===== src/rtl/teclado_digitos.sv =====
// teclado_digitos: 4x4 matrix keypad front-end for the lock.
//
// Scans the keypad one column at a time, debounces each press and release,
// encodes the key into a 4-bit digit and shifts it into a 20-digit buffer.
// The buffer is cleared after '*' / '#' and after an inactivity timeout.
//
// Ports:
//   clk           system clock
//   rst           asynchronous active-high reset
//   lin_matrix    keypad rows, active-low, externally pulled up
//   col_matrix    keypad column drive, active-low, one-hot-zero
//   digitos_value digit buffer, .digits[0] is the newest, 0xF means empty
//   digitos_valid one-cycle pulse when a new digit enters the buffer

package teclado_digitos_pkg;
    typedef struct packed {
        logic [19:0][3:0] digits;
    } senhaPac_t;
endpackage

module teclado_digitos
    import teclado_digitos_pkg::*;
#(
    parameter int unsigned SCAN_CYCLES     = 8,
    parameter int unsigned DEBOUNCE_CYCLES = 16,
    parameter int unsigned TIMEOUT_CYCLES  = 5000
) (
    input  logic       clk,
    input  logic       rst,
    input  logic [3:0] lin_matrix,
    output logic [3:0] col_matrix,
    output senhaPac_t  digitos_value,
    output logic       digitos_valid
);

    localparam int unsigned SW = $clog2(SCAN_CYCLES + 1);
    localparam int unsigned DW = $clog2(DEBOUNCE_CYCLES + 1);
    localparam int unsigned TW = $clog2(TIMEOUT_CYCLES + 1);

    localparam logic [SW-1:0] SCAN_LAST = SW'(SCAN_CYCLES - 1);
    // Rows seen through the synchronizer lag the column drive by two cycles.
    localparam logic [SW-1:0] SETTLE    = SW'(2);
    localparam logic [DW-1:0] DEB_LAST  = DW'(DEBOUNCE_CYCLES - 1);
    localparam logic [TW-1:0] TO_LAST   = TW'(TIMEOUT_CYCLES - 1);

    typedef enum logic [1:0] {StScan, StDebounce, StWaitRelease} state_e;

    state_e          state;
    logic [3:0]      lin_s1, lin_s2;
    logic [SW-1:0]   scan_cnt;
    logic [DW-1:0]   deb_cnt;
    logic [TW-1:0]   idle_cnt;
    logic [3:0]      lat_rows;
    logic [3:0]      lat_code;
    logic            lat_mapped;
    logic            clear_pending;

    logic            row_ok;
    logic [1:0]      row_idx;
    logic [1:0]      col_idx;
    logic            key_mapped;
    logic [3:0]      key_code;
    logic            accept;
    logic            buffer_empty;

    // Exactly one low row in the driven column is a press; anything else is no key.
    always_comb begin
        row_ok  = 1'b1;
        row_idx = 2'd0;
        case (lin_s2)
            4'b1110: row_idx = 2'd0;
            4'b1101: row_idx = 2'd1;
            4'b1011: row_idx = 2'd2;
            4'b0111: row_idx = 2'd3;
            default: row_ok  = 1'b0;
        endcase
    end

    always_comb begin
        case (col_matrix)
            4'b1110: col_idx = 2'd0;
            4'b1101: col_idx = 2'd1;
            4'b1011: col_idx = 2'd2;
            default: col_idx = 2'd3;
        endcase
    end

    // Rows 0..2 hold 1..9 in columns 0..2; row 3 holds '*', 0, '#'; column 3 is letters.
    always_comb begin
        key_mapped = 1'b0;
        key_code   = 4'h0;
        if (row_idx != 2'd3) begin
            if (col_idx != 2'd3) begin
                key_mapped = 1'b1;
                key_code   = {2'b00, row_idx} * 4'd3 + {2'b00, col_idx} + 4'd1;
            end
        end else begin
            case (col_idx)
                2'd0:    begin key_mapped = 1'b1; key_code = 4'hA; end
                2'd1:    begin key_mapped = 1'b1; key_code = 4'h0; end
                2'd2:    begin key_mapped = 1'b1; key_code = 4'hB; end
                default: begin key_mapped = 1'b0; key_code = 4'h0; end
            endcase
        end
    end

    always_comb begin
        accept       = (state == StDebounce) && (lin_s2 == lat_rows) &&
                       (deb_cnt == DEB_LAST) && lat_mapped;
        buffer_empty = (digitos_value == '1);
    end

    always_ff @(posedge clk or posedge rst) begin
        if (rst) begin
            lin_s1        <= 4'hF;
            lin_s2        <= 4'hF;
            state         <= StScan;
            col_matrix    <= 4'b1110;
            scan_cnt      <= '0;
            deb_cnt       <= '0;
            idle_cnt      <= '0;
            lat_rows      <= 4'hF;
            lat_code      <= 4'h0;
            lat_mapped    <= 1'b0;
            clear_pending <= 1'b0;
            digitos_value <= '1;
            digitos_valid <= 1'b0;
        end else begin
            lin_s1        <= lin_matrix;
            lin_s2        <= lin_s1;
            digitos_valid <= 1'b0;

            // Buffer and inactivity timeout; acceptance takes priority over timeout.
            if (accept) begin
                digitos_value.digits <= {digitos_value.digits[18:0], lat_code};
                digitos_valid        <= 1'b1;
                clear_pending        <= (lat_code == 4'hA) || (lat_code == 4'hB);
                idle_cnt             <= '0;
            end else if (clear_pending) begin
                digitos_value <= '1;
                clear_pending <= 1'b0;
                idle_cnt      <= '0;
            end else if (!buffer_empty) begin
                if (idle_cnt == TO_LAST) begin
                    digitos_value <= '1;
                    idle_cnt      <= '0;
                end else begin
                    idle_cnt <= idle_cnt + 1'b1;
                end
            end else begin
                idle_cnt <= '0;
            end

            case (state)
                StScan: begin
                    if (scan_cnt >= SETTLE && row_ok) begin
                        lat_rows   <= lin_s2;
                        lat_code   <= key_code;
                        lat_mapped <= key_mapped;
                        deb_cnt    <= '0;
                        state      <= StDebounce;
                    end else if (scan_cnt == SCAN_LAST) begin
                        scan_cnt   <= '0;
                        col_matrix <= {col_matrix[2:0], col_matrix[3]};
                    end else begin
                        scan_cnt <= scan_cnt + 1'b1;
                    end
                end
                StDebounce: begin
                    if (lin_s2 != lat_rows) begin
                        scan_cnt <= '0;
                        state    <= StScan;
                    end else if (deb_cnt == DEB_LAST) begin
                        deb_cnt <= '0;
                        state   <= StWaitRelease;
                    end else begin
                        deb_cnt <= deb_cnt + 1'b1;
                    end
                end
                StWaitRelease: begin
                    if (lin_s2 == 4'hF) begin
                        if (deb_cnt == DEB_LAST) begin
                            deb_cnt  <= '0;
                            scan_cnt <= '0;
                            state    <= StScan;
                        end else begin
                            deb_cnt <= deb_cnt + 1'b1;
                        end
                    end else begin
                        deb_cnt <= '0;
                    end
                end
                default: state <= StScan;
            endcase
        end
    end

endmodule


===== config.mk =====
export PLATFORM = sky130hd
export DESIGN_NAME = teclado_digitos
export DESIGN_NICKNAME = d
export VERILOG_FILES = /design/src/rtl/teclado_digitos.sv
export SDC_FILE = /design/constraint.sdc
export NUM_CORES = 1
export LEC_CHECK = 0
export BUFFER_PORTS_ARGS = -buffer_cell sky130_fd_sc_hd__buf_2
export CORE_MARGIN = 3
export CORE_UTILIZATION = 40
export DETAILED_ROUTE_END_ITERATION = 12
export PLACE_DENSITY = 0.6
export SLEW_MARGIN = 5
export SYNTH_ARGS = -nofsm -noshare
export SYNTH_HDL_FRONTEND = slang
export SYNTH_SLANG_ARGS = --single-unit

===== constraint.sdc =====
create_clock -name clk -period 4.6 [get_ports clk]
set_clock_uncertainty 0.05 [all_clocks]
set_input_delay 0.69 -clock clk [delete_from_list [all_inputs] [get_ports clk]]
set_output_delay 0.69 -clock clk [all_outputs]
set_load 0.005 [all_outputs]

==> results of run 1 <==
==> Yosys cell counts (5+ instances only) <==
cell and count:
xor2_1 11, nor3_1 11, dfrtp_1 32, nand3_1 6
nor4_1 5, o21ai_0 7, o22a_2 7, clkbuf_1 12
nand4_1 24, o22a_1 71, ha_1 12, mux2_2 13
dfstp_2 95, buf_6 8, xnor2_1 10, nand2_1 11
inv_1 17, nor2_1 17
==> sequential cells by signal (all words and copies together), names as in the netlist <==
name           cells
lat_mapped         1
state              2
digitos_value     80
deb_cnt            5
lin_s2             4
clear_pending      1
idle_cnt          13
lat_rows           4
lin_s1             4
lat_code           4
scan_cnt           4
digitos_valid      1
col_matrix         4
==> power breakdown <==
part	total (mW)	internal (mW)	switching, mW
combinational	0.326	0.140	0.186
clock	1.39	0.900	0.487
sequential	1.24	1.19	0.0494
total	2.95	2.23	0.723
==> area by class of cell <==
type	instances	area, sq um	area share (%)
clock buffers	20	468	6.85
repair buffers	93	498	7.29
clock inverters	12	154	2.25
multi-input cells	263	2130	31.2
well taps	176	220	3.22
flip-flops and latches	127	3300	48.3
inverters	17	66.3	0.971
==> cell usage in the layout, fill, tap and decap left out, types with 3 or more instances in the layout <==
cell	netlist	layout
nor2_1	17	17
nand2_1	11	11
bufinv_16	0	3
a2bb2oi_2	3	3
and2_1	3	3
xor2_1	11	11
o21ai_0	7	7
mux2_2	13	13
clkbuf_16	0	18
o41ai_1	4	4
buf_2	2	90
a31oi_1	4	4
ha_1	12	12
o22a_1	71	71
nand4_1	24	24
nor3_1	11	11
nor4_1	5	5
o22a_2	7	7
xnor2_1	10	10
clkinv_2	0	3
inv_1	17	16
dfstp_2	95	95
dfrtp_1	32	32
nand3_1	6	6
==> per-stage QoR <==
| step | power (mW) | setup WS [ns] | instance area, sq um |
|---|---|---|---|
| detailed placement | 1.59 | 1.81 | 6210 |
| finish | 2.95 | 1.78 | 6830 |
| global route | 3.10 | 1.61 | 6830 |
| global placement | 1.57 | 1.88 | 6210 |
| floorplan | 1.51 | 0.633 | 5630 |
| CTS | 2.99 | 1.78 | 6830 |
==> per-layer routing <==
metal | global-route usage [%] | routed length (um)
met5 | 0 | 0
met4 | 7.41 | 275
met3 | 5.06 | 564
met2 | 26.4 | 5990
met1 | 20.4 | 5420
==> kinds of logic after synthesis <==
group / count (synthesis) / share of synthesized area, %
flops: 127 / 58.5
compound gates: 115 / 17.7
simple gates: 100 / 10.7
buf+inv: 40 / 3.86
xor+xnor: 21 / 3.26
fa+ha+maj: 14 / 3.38
mux: 13 / 2.60
==> worst min-delay path by stage <==
stage                     cells past startpoint                start                   endpoint
after floorplan                               0  lin_s1[0]$_DFF_PP1_        lin_s2[0]$_DFF_PP1_
after global placement                        0  lin_s1[2]$_DFF_PP1_        lin_s2[2]$_DFF_PP1_
after detailed placement                      0  lin_s1[2]$_DFF_PP1_        lin_s2[2]$_DFF_PP1_
after CTS                                     2                  rst    scan_cnt[1]$_DFFE_PP0P_
after global routing                          2                  rst    scan_cnt[2]$_DFFE_PP0P_
final                                         2                  rst  col_matrix[0]$_DFFE_PP0P_
==> flow_metrics.env, run 1 <==
export IMPL_syn_nets=450
export IMPL_fmax_ghz=0.355
export IMPL_n_antenna_cell=0
export IMPL_finalSetupViolCount=0
export IMPL_nNetsFinal=539
export IMPL_drtIter0Drc=196
export IMPL_holdWs_ns=0.160
export IMPL_route_detailed_drc=0
export IMPL_cts_tree="yes"
export IMPL_gp_congestion=0.800
export IMPL_rsz0062_at_grt="no"
export IMPL_worstPathCellList="xor2_1 > nor4_4 > a41oi_1 > a32oi_4 > buf_12 > o22a_1"
export IMPL_vias_per_cell=5.55
export IMPL_worstSetupPathDepth=6
export IMPL_reg2reg_setup_slack_ns=1.78
export IMPL_timing_setup_tns_ns=0
export IMPL_root_buffer="clkbuf_16"
export IMPL_drv_cap=0
export IMPL_synth_area_leaders="dfstp_2 44%, dfrtp_1 14%, o22a_1 11%, ha_1 2.7%, nand4_1 2.7%"
export IMPL_cts_sinks=127
export IMPL_cp_slowest_stage_delay_ns=0.61
export IMPL_relSlewSlack_pct=43.8
export IMPL_dpl_hpwl_mm=8.32
export IMPL_cp_slowest_cell="dfstp_2"
export IMPL_synth_distinct_cells=57
export IMPL_seq_area_frac_synth_pct=58.5
export IMPL_die_x_um=125
export IMPL_final_hold_violation_count=0
export IMPL_dieArea_sq_um=15500
export IMPL_rows=42
export IMPL_synth_warning_count=0
export IMPL_crit_arrival_ns=3.13
export IMPL_hold_class="in -> async"
export IMPL_path_class="reg -> reg"
export IMPL_worst_path_buf_inv=1
export IMPL_grt_max_degree=110
export IMPL_syn_to_final_growth_pct=21.3
export IMPL_clk_path_buf_depth=2
export IMPL_crit_path_start_kind="flip-flop"
export IMPL_syn_avg_cell_area_sq_um=13.1
export IMPL_startpoint="lin_s2[1]$_DFF_PP1_"
export IMPL_netlist_area_sq_um=5630
export IMPL_critPathMaxFanout=67
export IMPL_holdBufCountCts=0
export IMPL_antenna_found_initial=0
export IMPL_cp_required_ns=4.91
export IMPL_worst_pin_slew_ns=0.844
export IMPL_ir_drop_mv=0.229
export IMPL_drt_total_wl_mm=12.2
export IMPL_yosysTopAreaCell="dfstp_2"
export IMPL_yosys_area_top_type_share_pct=44.3
export IMPL_vias=3927
export IMPL_synth_edff_count=0
export IMPL_rr_worst_depth=6
export IMPL_ys_flop_type="dfstp_2"
export IMPL_period_needed_ns=2.82
export IMPL_cp_top_family="compound AO/OA/AOI/OAI gates"
export IMPL_worstSkewPairLatency_ns=0.42
export IMPL_start_util_pct=41.7
export IMPL_post_cts_setup_buffer_count=0
export IMPL_clk_pin_slew_worst_paths_ns=0.05
export IMPL_synthArstFlopShare_pct=100
export IMPL_ys_ff_latch=127
export IMPL_timing_final_crit_share_pct=61.2
export IMPL_outcome="finished, final reports clean"
export IMPL_n_fill_cell=1185
export IMPL_grt_pass1_wl_mm=20.5
export IMPL_r2r_end="digitos_value[30]$_DFFE_PP1P_"
export IMPL_fin_cells=708
export IMPL_track_usage_pct=16.4
export IMPL_cts_htree_levels=4
export IMPL_core_sq_um=13500
export IMPL_cp_end_kind="flip-flop"
export IMPL_wl_per_cell_um=17.3
export IMPL_grt_pass1_vias=3943
export IMPL_timing_rr_start="lin_s2[1]$_DFF_PP1_"
export IMPL_drive_gt1_share_pct=48.3
export IMPL_slew_viol_final=0
export IMPL_die_y_um=125
export IMPL_critPathCapture="digitos_value[30]$_DFFE_PP1P_"
export IMPL_overflow=0
export IMPL_postRouteAntennaNets=0
export IMPL_io_pins=91
export IMPL_dr_pass1_iters=4
export IMPL_postSynthCellCount=430
export IMPL_power_density_nw_per_um2=432
export IMPL_cts_inserted_buffers=17
export IMPL_fin_util_pct=50.6
export IMPL_dp_cells=676
export IMPL_p_leak_nw=3.01
export IMPL_cts_resized=0
export IMPL_portBuffers=90
Power figures use the tool's default switching activity.
==> run 2: changes to the inputs <==
ABC_AREA = 1   (was not set)
PLACE_DENSITY = 0.59   (was 0.6)
clock period = 2.9 ns   (was 4.6 ns; I/O delays follow)
==> run 2 against run 1 <==
  * Worst hold slack worse by 0.10 ns
  * Critical endpoint is now lat_code[1]$_DFFE_PP0P_
  * Critical path type unchanged
  * Area after synthesis grew 25%
  * Non-clock buffer count is 9 higher
  * Final area up 22%
  * Via count is 58% higher
  * Clock power is 60% higher
==> flow_metrics.env, run 2 <==
export IMPL_root_buffer="clkbuf_16"
export IMPL_crit_path_start_kind="flip-flop"
export IMPL_clk_path_buf_depth=2
export IMPL_p_total_mw=4.69
export IMPL_synthSimpleGateAreaFrac_pct=36.7
export IMPL_fmax_ghz=0.407
export IMPL_synth_edff_count=0
export IMPL_ys_flop_type="dfstp_2"
export IMPL_wl_per_cell_um=13.7
export IMPL_final_hold_violation_count=0
export IMPL_finalSetupViolCount=0
export IMPL_slew_viol_final=0
export IMPL_timing_final_crit_share_pct=84.8
export IMPL_ys_top_cells_by_count="396 x nand2_1, 123 x inv_1, 107 x nand3_1, 95 x dfstp_2, 78 x nor2_1"
export IMPL_clk_pin_slew_worst_paths_ns=0.06
export IMPL_met2_length_mm=8.12
export IMPL_core_sq_um=16900
export IMPL_wl_met1_mm=8.70
export IMPL_ys_ff_latch=127
export IMPL_start_util_pct=41.7
export IMPL_design_area_sq_um=8360
export IMPL_holdBufCountCts=0
export IMPL_rsz0062_at_grt="no"
export IMPL_synthArstFlopShare_pct=100
export IMPL_io_pins=91
export IMPL_yosys_area_top_type_share_pct=35.3
export IMPL_power_density_nw_per_um2=561
export IMPL_vias_per_cell=4.78
export IMPL_vias=6189
export IMPL_path_class="reg -> reg"
export IMPL_ir_drop_mv=0.429
export IMPL_post_cts_setup_buffer_count=0
export IMPL_synth_area_leaders="dfstp_2 35%, nand2_1 21%, dfrtp_1 11%, nand3_1 7.6%, inv_1 6.5%"
export IMPL_synth_xor_area_share_pct=1.49
export IMPL_drt_total_wl_mm=17.8
export IMPL_worstSkewPairLatency_ns=0.42
export IMPL_portBuffers=90
export IMPL_hold_class="in -> reg"
export IMPL_gp_congestion=0.831
export IMPL_die_x_um=139
export IMPL_timing_setup_tns_ns=0
export IMPL_dpl_hpwl_mm=11.9
export IMPL_yosysMostFrequentCell="nand2_1"
export IMPL_antenna_found_initial=0
export IMPL_timing_rr_start="lin_s2[0]$_DFF_PP1_"
export IMPL_grt_pass1_vias=5993
export IMPL_syn_to_final_growth_pct=18.3
export IMPL_postSynthCellCount=977
export IMPL_period_needed_ns=2.46
export IMPL_n_fill_cell=1742
export IMPL_cts_inserted_buffers=17
export IMPL_synth_warning_count=0
export IMPL_drv_cap=0
export IMPL_synth_compound_area_share_pct=2.66
export IMPL_largest_reg_flops=80
export IMPL_startpoint="lin_s2[0]$_DFF_PP1_"
export IMPL_syn_avg_cell_area_sq_um=7.23
export IMPL_n_antenna_cell=0
export IMPL_outcome="finished, final reports clean"
export IMPL_rows=47
export IMPL_synth_distinct_cells=32
export IMPL_dr_max_layer_used="met4"
export IMPL_synth_top_family_by_area="simple AND/OR/NAND/NOR gates"
export IMPL_dieArea_sq_um=19300
export IMPL_mostFrequentLayoutCell="nand2_1"
export IMPL_rr_worst_depth=10
export IMPL_holdWs_ns=0.0597
export IMPL_track_usage_pct=18.9
export IMPL_register_area_sq_um=3300
export IMPL_route_detailed_drc=0
export IMPL_die_y_um=139
export IMPL_cts_sinks=127
export IMPL_worst_pin_slew_ns=0.649
export IMPL_p_leak_nw=3.73
export IMPL_cts_resized=0
export IMPL_cts_htree_levels=4
export IMPL_synthMuxAreaShare_pct=0
export IMPL_dr_pass1_iters=5
export IMPL_relSlewSlack_pct=56.8
export IMPL_cp_required_ns=3.20
export IMPL_drive_gt1_share_pct=22.6
export IMPL_nNetsFinal=1082
export IMPL_critPathCapture="lat_code[1]$_DFFE_PP0P_"
export IMPL_largestRegisters="digitos_value x80, idle_cnt x13, deb_cnt x5"
export IMPL_synth_adder_area_share_pct=2.69
export IMPL_reg2reg_setup_slack_ns=0.44
export IMPL_multiInputGateArea_sq_um=3090
export IMPL_crit_arrival_ns=2.75
export IMPL_layout_common_cells="396 x nand2_1, 122 x inv_1, 107 x nand3_1, 95 x dfstp_2, 90 x buf_2"
export IMPL_cts_tree="yes"
export IMPL_seq_area_frac_synth_pct=46.7
export IMPL_met3_length_um=717
export IMPL_overflow=0
export IMPL_yosysTopAreaCell="dfstp_2"
export IMPL_drtIter0Drc=451
export IMPL_grt_pass1_wl_mm=30.2
export IMPL_critPathMaxFanout=4
export IMPL_cp_end_kind="flip-flop"
export IMPL_syn_nets=997
export IMPL_placedInstanceArea_sq_um=7740
export IMPL_netlist_area_sq_um=7070
export IMPL_r2r_end="lat_code[1]$_DFFE_PP0P_"
export IMPL_regMostFlops="digitos_value"
export IMPL_grt_max_degree=68
export IMPL_postRouteAntennaNets=0
run 2: cell types whose count changed after synthesis, sizes merged, moves of 13 or more:
cell / previous run / this run
nand2: 11 / 397
nand4: 25 / 8
nor2: 18 / 80
buf: 10 / 35
mux2: 13 / 0
nand3: 6 / 108
o21ai: 7 / 22
inv: 17 / 125
o22a: 78 / 0
run 2: through the flow:
step                instances  setup slack [ns]  utilization, %
finish                   1295             0.442            49.4
global placement         1263             0.500            45.7
detailed placement       1263             0.439            45.7
floorplan                 977             0.593               -
CTS                      1295             0.421            49.4
global route             1295             0.251            49.4
run 2: layer usage:
layer / vias to the layer above / GRT usage (%)
met1: 2885 / 26.4
met3: 17 / 4.59
met4: 0 / 5.36
met5: - / 0
met2: 116 / 29.6
li1: 3171 / -
run 2: report_power, final:
part | switching (mW) | total, mW | internal (mW)
Sequential | 0.0718 | 1.97 | 1.90
Combinational | 0.324 | 0.502 | 0.178
Clock | 0.825 | 2.22 | 1.39
run 2: worst max-delay path, cell delays in order, from the launching register on:
cell,delay [ns]
dfstp_2,0.56
nand2_1,0.10
nor3_1,0.16
a31oi_1,0.10
fa_1,0.52
inv_1,0.07
fa_1,0.53
inv_1,0.04
nor2_1,0.09
nor2_1,0.05
a21oi_1,0.11
run 2: final cells by class:
type,count,area share [%]
Timing Repair Buffer,102,7.21
Clock buffer,21,5.90
Inverter,125,5.66
Sequential cell,127,39.4
Multi-Input combinational cell,689,37.0
Tap cell,220,3.29
Clock inverter,11,1.51
run 2: worst min path at each step:
stage | slack, ns | from | end | cells after the start
floorplan | 0.30 | lin_s1[0]$_DFF_PP1_ | lin_s2[0]$_DFF_PP1_ | 0
global placement | 0.30 | lin_s1[1]$_DFF_PP1_ | lin_s2[1]$_DFF_PP1_ | 0
detailed placement | 0.30 | lin_s1[1]$_DFF_PP1_ | lin_s2[1]$_DFF_PP1_ | 0
CTS | 0.03 | lin_matrix[2] | lin_s1[2]$_DFF_PP1_ | 1
global route | 0.03 | lin_matrix[1] | lin_s1[1]$_DFF_PP1_ | 1
finish | 0.06 | lin_matrix[2] | lin_s1[2]$_DFF_PP1_ | 1
run 2: kinds of logic after synthesis:
| kind of cell | after synthesis |
|---|---|
| fa+ha+maj | 14 |
| buf+inv | 161 |
| simple gates | 627 |
| flops | 127 |
| compound gates | 36 |
| xor+xnor | 12 |
==> run 3: changes to the inputs <==
ABC_AREA = 0   (was 1)
PLACE_DENSITY = 0.62   (was 0.59)
clock period = 2 ns   (was 2.9 ns; I/O delays follow)
==> run 3 against run 2 <==
  * The run now ends with setup timing left
  * Die area is 19% lower
  * Sequential cell count stayed put
  * Routed wire length is 11% lower
  * Register-to-register slack worse by 0.94 ns
  * Clock-buffer cell count is 1 higher
  * Via count is 24% lower
  * Global-route usage is 0.70 points higher
  * Non-clock buffer count is 144 higher
  * Final cell count is 33% lower
  * Setup slack worse by 0.94 ns
  * Core utilization is 14 points higher
  * Fmax is 1.7% lower
  * Largest cell class unchanged
  * Largest power group unchanged
==> flow_metrics.env, run 3 (synthesis gave the netlist of run 1 again) <==
export IMPL_outcome="complete, but fails checks"
export IMPL_violations="setup timing"
export IMPL_clk_path_buf_depth=2
export IMPL_io_pins=91
export IMPL_power_density_nw_per_um2=848
export IMPL_finalSetupViolCount=108
export IMPL_cpMostUsedCell="inv_2"
export IMPL_worstPathCellList="xor2_1 > and3_1 > inv_2 > fa_1 > inv_2 > fa_2 > xnor2_2 > a211oi_1 > mux2_4"
export IMPL_timing_setup_tns_ns=-30.16
export IMPL_cp_end_kind="flip-flop"
export IMPL_drt_total_wl_mm=15.8
export IMPL_grt_max_degree=44
export IMPL_cts_inserted_buffers=17
export IMPL_root_buffer="clkbuf_16"
export IMPL_syn_to_final_growth_pct=52.3
export IMPL_portBuffers=90
export IMPL_p_total_mw=7.27
export IMPL_core_sq_um=13500
export IMPL_fmax_ghz=0.400
export IMPL_mostFrequentLayoutCell="buf_4"
export IMPL_drive_gt1_share_pct=64.6
export IMPL_period_needed_ns=2.50
export IMPL_dpl_hpwl_mm=9.91
export IMPL_grt_pass1_wl_mm=24.6
export IMPL_gp_congestion=0.799
export IMPL_cts_sinks=127
export IMPL_drv_cap=0
export IMPL_cp_slowest_stage_delay_ns=0.57
export IMPL_clk_pin_slew_worst_paths_ns=0.05
export IMPL_n_antenna_cell=0
export IMPL_fin_cells=862
export IMPL_relSlewSlack_pct=61.0
export IMPL_largest_reg_flops=80
export IMPL_layout_setup_ws_ns=-0.501
export IMPL_cts_htree_levels=4
export IMPL_layout_common_cells="125 x buf_4, 95 x dfstp_2, 90 x buf_2, 71 x o22a_1, 32 x dfrtp_1"
export IMPL_dr_pass1_iters=4
export IMPL_drtIter0Drc=314
export IMPL_grt_pass1_vias=4766
export IMPL_track_usage_pct=19.6
export IMPL_cp_required_ns=2.26
export IMPL_timing_final_crit_share_pct=125
export IMPL_nNetsFinal=693
export IMPL_route_detailed_drc=0
export IMPL_vias_per_cell=5.45
export IMPL_rows=42
export IMPL_ir_drop_mv=0.712
export IMPL_crit_arrival_ns=2.76
export IMPL_regMostFlops="digitos_value"
export IMPL_die_x_um=125
export IMPL_slew_viol_final=0
export IMPL_critPathMaxFanout=3
export IMPL_p_leak_nw=4.01
export IMPL_rsz0062_at_grt="yes"
export IMPL_cp_slowest_cell="dfstp_2"
export IMPL_vias=4697
export IMPL_cts_tree="yes"
export IMPL_crit_path_start_kind="flip-flop"
export IMPL_n_fill_cell=1002
export IMPL_multiInputGateArea_sq_um=2450
export IMPL_wl_per_cell_um=18.3
export IMPL_die_y_um=125
export IMPL_hold_class="reg -> reg"
export IMPL_path_class="reg -> reg"
export IMPL_start_util_pct=41.7
export IMPL_final_hold_violation_count=0
export IMPL_dieArea_sq_um=15500
export IMPL_overflow=0
export IMPL_largestRegisters="digitos_value x80, idle_cnt x13, deb_cnt x5"
export IMPL_worstSkewPairLatency_ns=0.43
export IMPL_worst_pin_slew_ns=0.584
export IMPL_dp_cells=798
export IMPL_antenna_found_initial=0
export IMPL_postRouteAntennaNets=0
export IMPL_register_area_sq_um=3300
## run 3: path summary, 6_finish.rpt
path	startpoint	to	slack [ns]	depth (start not counted)
worst max-delay path	lin_s2[3]$_DFF_PP1_	lat_code[2]$_DFFE_PP0P_	-0.50	9
worst min-delay path	lin_s1[3]$_DFF_PP1_	lin_s2[3]$_DFF_PP1_	0.31	0
worst max register to register	lin_s2[3]$_DFF_PP1_	lat_code[2]$_DFFE_PP0P_	-0.50	9
worst min register to register	lin_s1[3]$_DFF_PP1_	lin_s2[3]$_DFF_PP1_	0.31	0
max in group asynchronous	rst	digitos_value[55]$_DFFE_PP1P_	0.74	4
min in group asynchronous	rst	lat_code[0]$_DFFE_PP0P_	0.45	3
## run 3: layout make-up
type	instances	share of cell area (%)
multi-input combinational	264	28.5
inverter	17	0.831
clock inverter	10	1.25
sequential	127	38.4
clock buffer	22	5.66
tap	176	2.57
timing repair buffer	246	22.7
## run 3: metrics by stage
| stage | utilization (%) | worst slack [ns] | cell area (sq um) | hold WS, ns |
|---|---|---|---|---|
| global placement | 53.6 | -0.398 | 7230 | 0.296 |
| detailed placement | 53.6 | -0.486 | 7230 | 0.301 |
| finish | 63.5 | -0.501 | 8580 | 0.305 |
| floorplan | - | -0.439 | 5760 | 0.254 |
| global route | 63.5 | -0.640 | 8580 | 0.315 |
| CTS | 60.4 | -0.464 | 8150 | 0.307 |
## run 3: routing by layer
metal | part of all wire [%] | global-route usage [%] | vias up
li1 | - | - | 2128
met3 | 4.7 | 5.15 | 28
met2 | 48 | 30.7 | 140
met4 | 2.1 | 7.99 | 0
met5 | 0 | 0 | -
met1 | 45 | 26.1 | 2401
## run 3: what timing repair did
item                                    in CTS  in global routing
hold endpoints to repair                    11                  0
cloned                                       2                 11
pin swaps                                    9                 28
setup buffers                                7                  8
hold buffers                                 5                  0
gates resized for setup                     31                 31
endpoints found under the setup margin     107                116
## run 3: critical path: cells and delay by family (launching register included)
family	cells	cell delay, ns
AO/OA/AOI/OAI	1	0.05
XOR/XNOR	2	0.27
adder cells (fa/ha/maj)	2	0.87
buffers and inverters	2	0.11
flip-flops	1	0.57
multiplexers	1	0.25
AND/OR/NAND/NOR	1	0.21
## run 3: power breakdown
| group | switching (mW) | internal (mW) | leakage (nW) |
|---|---|---|---|
| clock | 1.11 | 1.96 | 0.295 |
| sequential | 0.0952 | 2.74 | 1.41 |
| combinational | 0.684 | 0.680 | 2.31 |
| total | 1.89 | 5.38 | 4.01 |
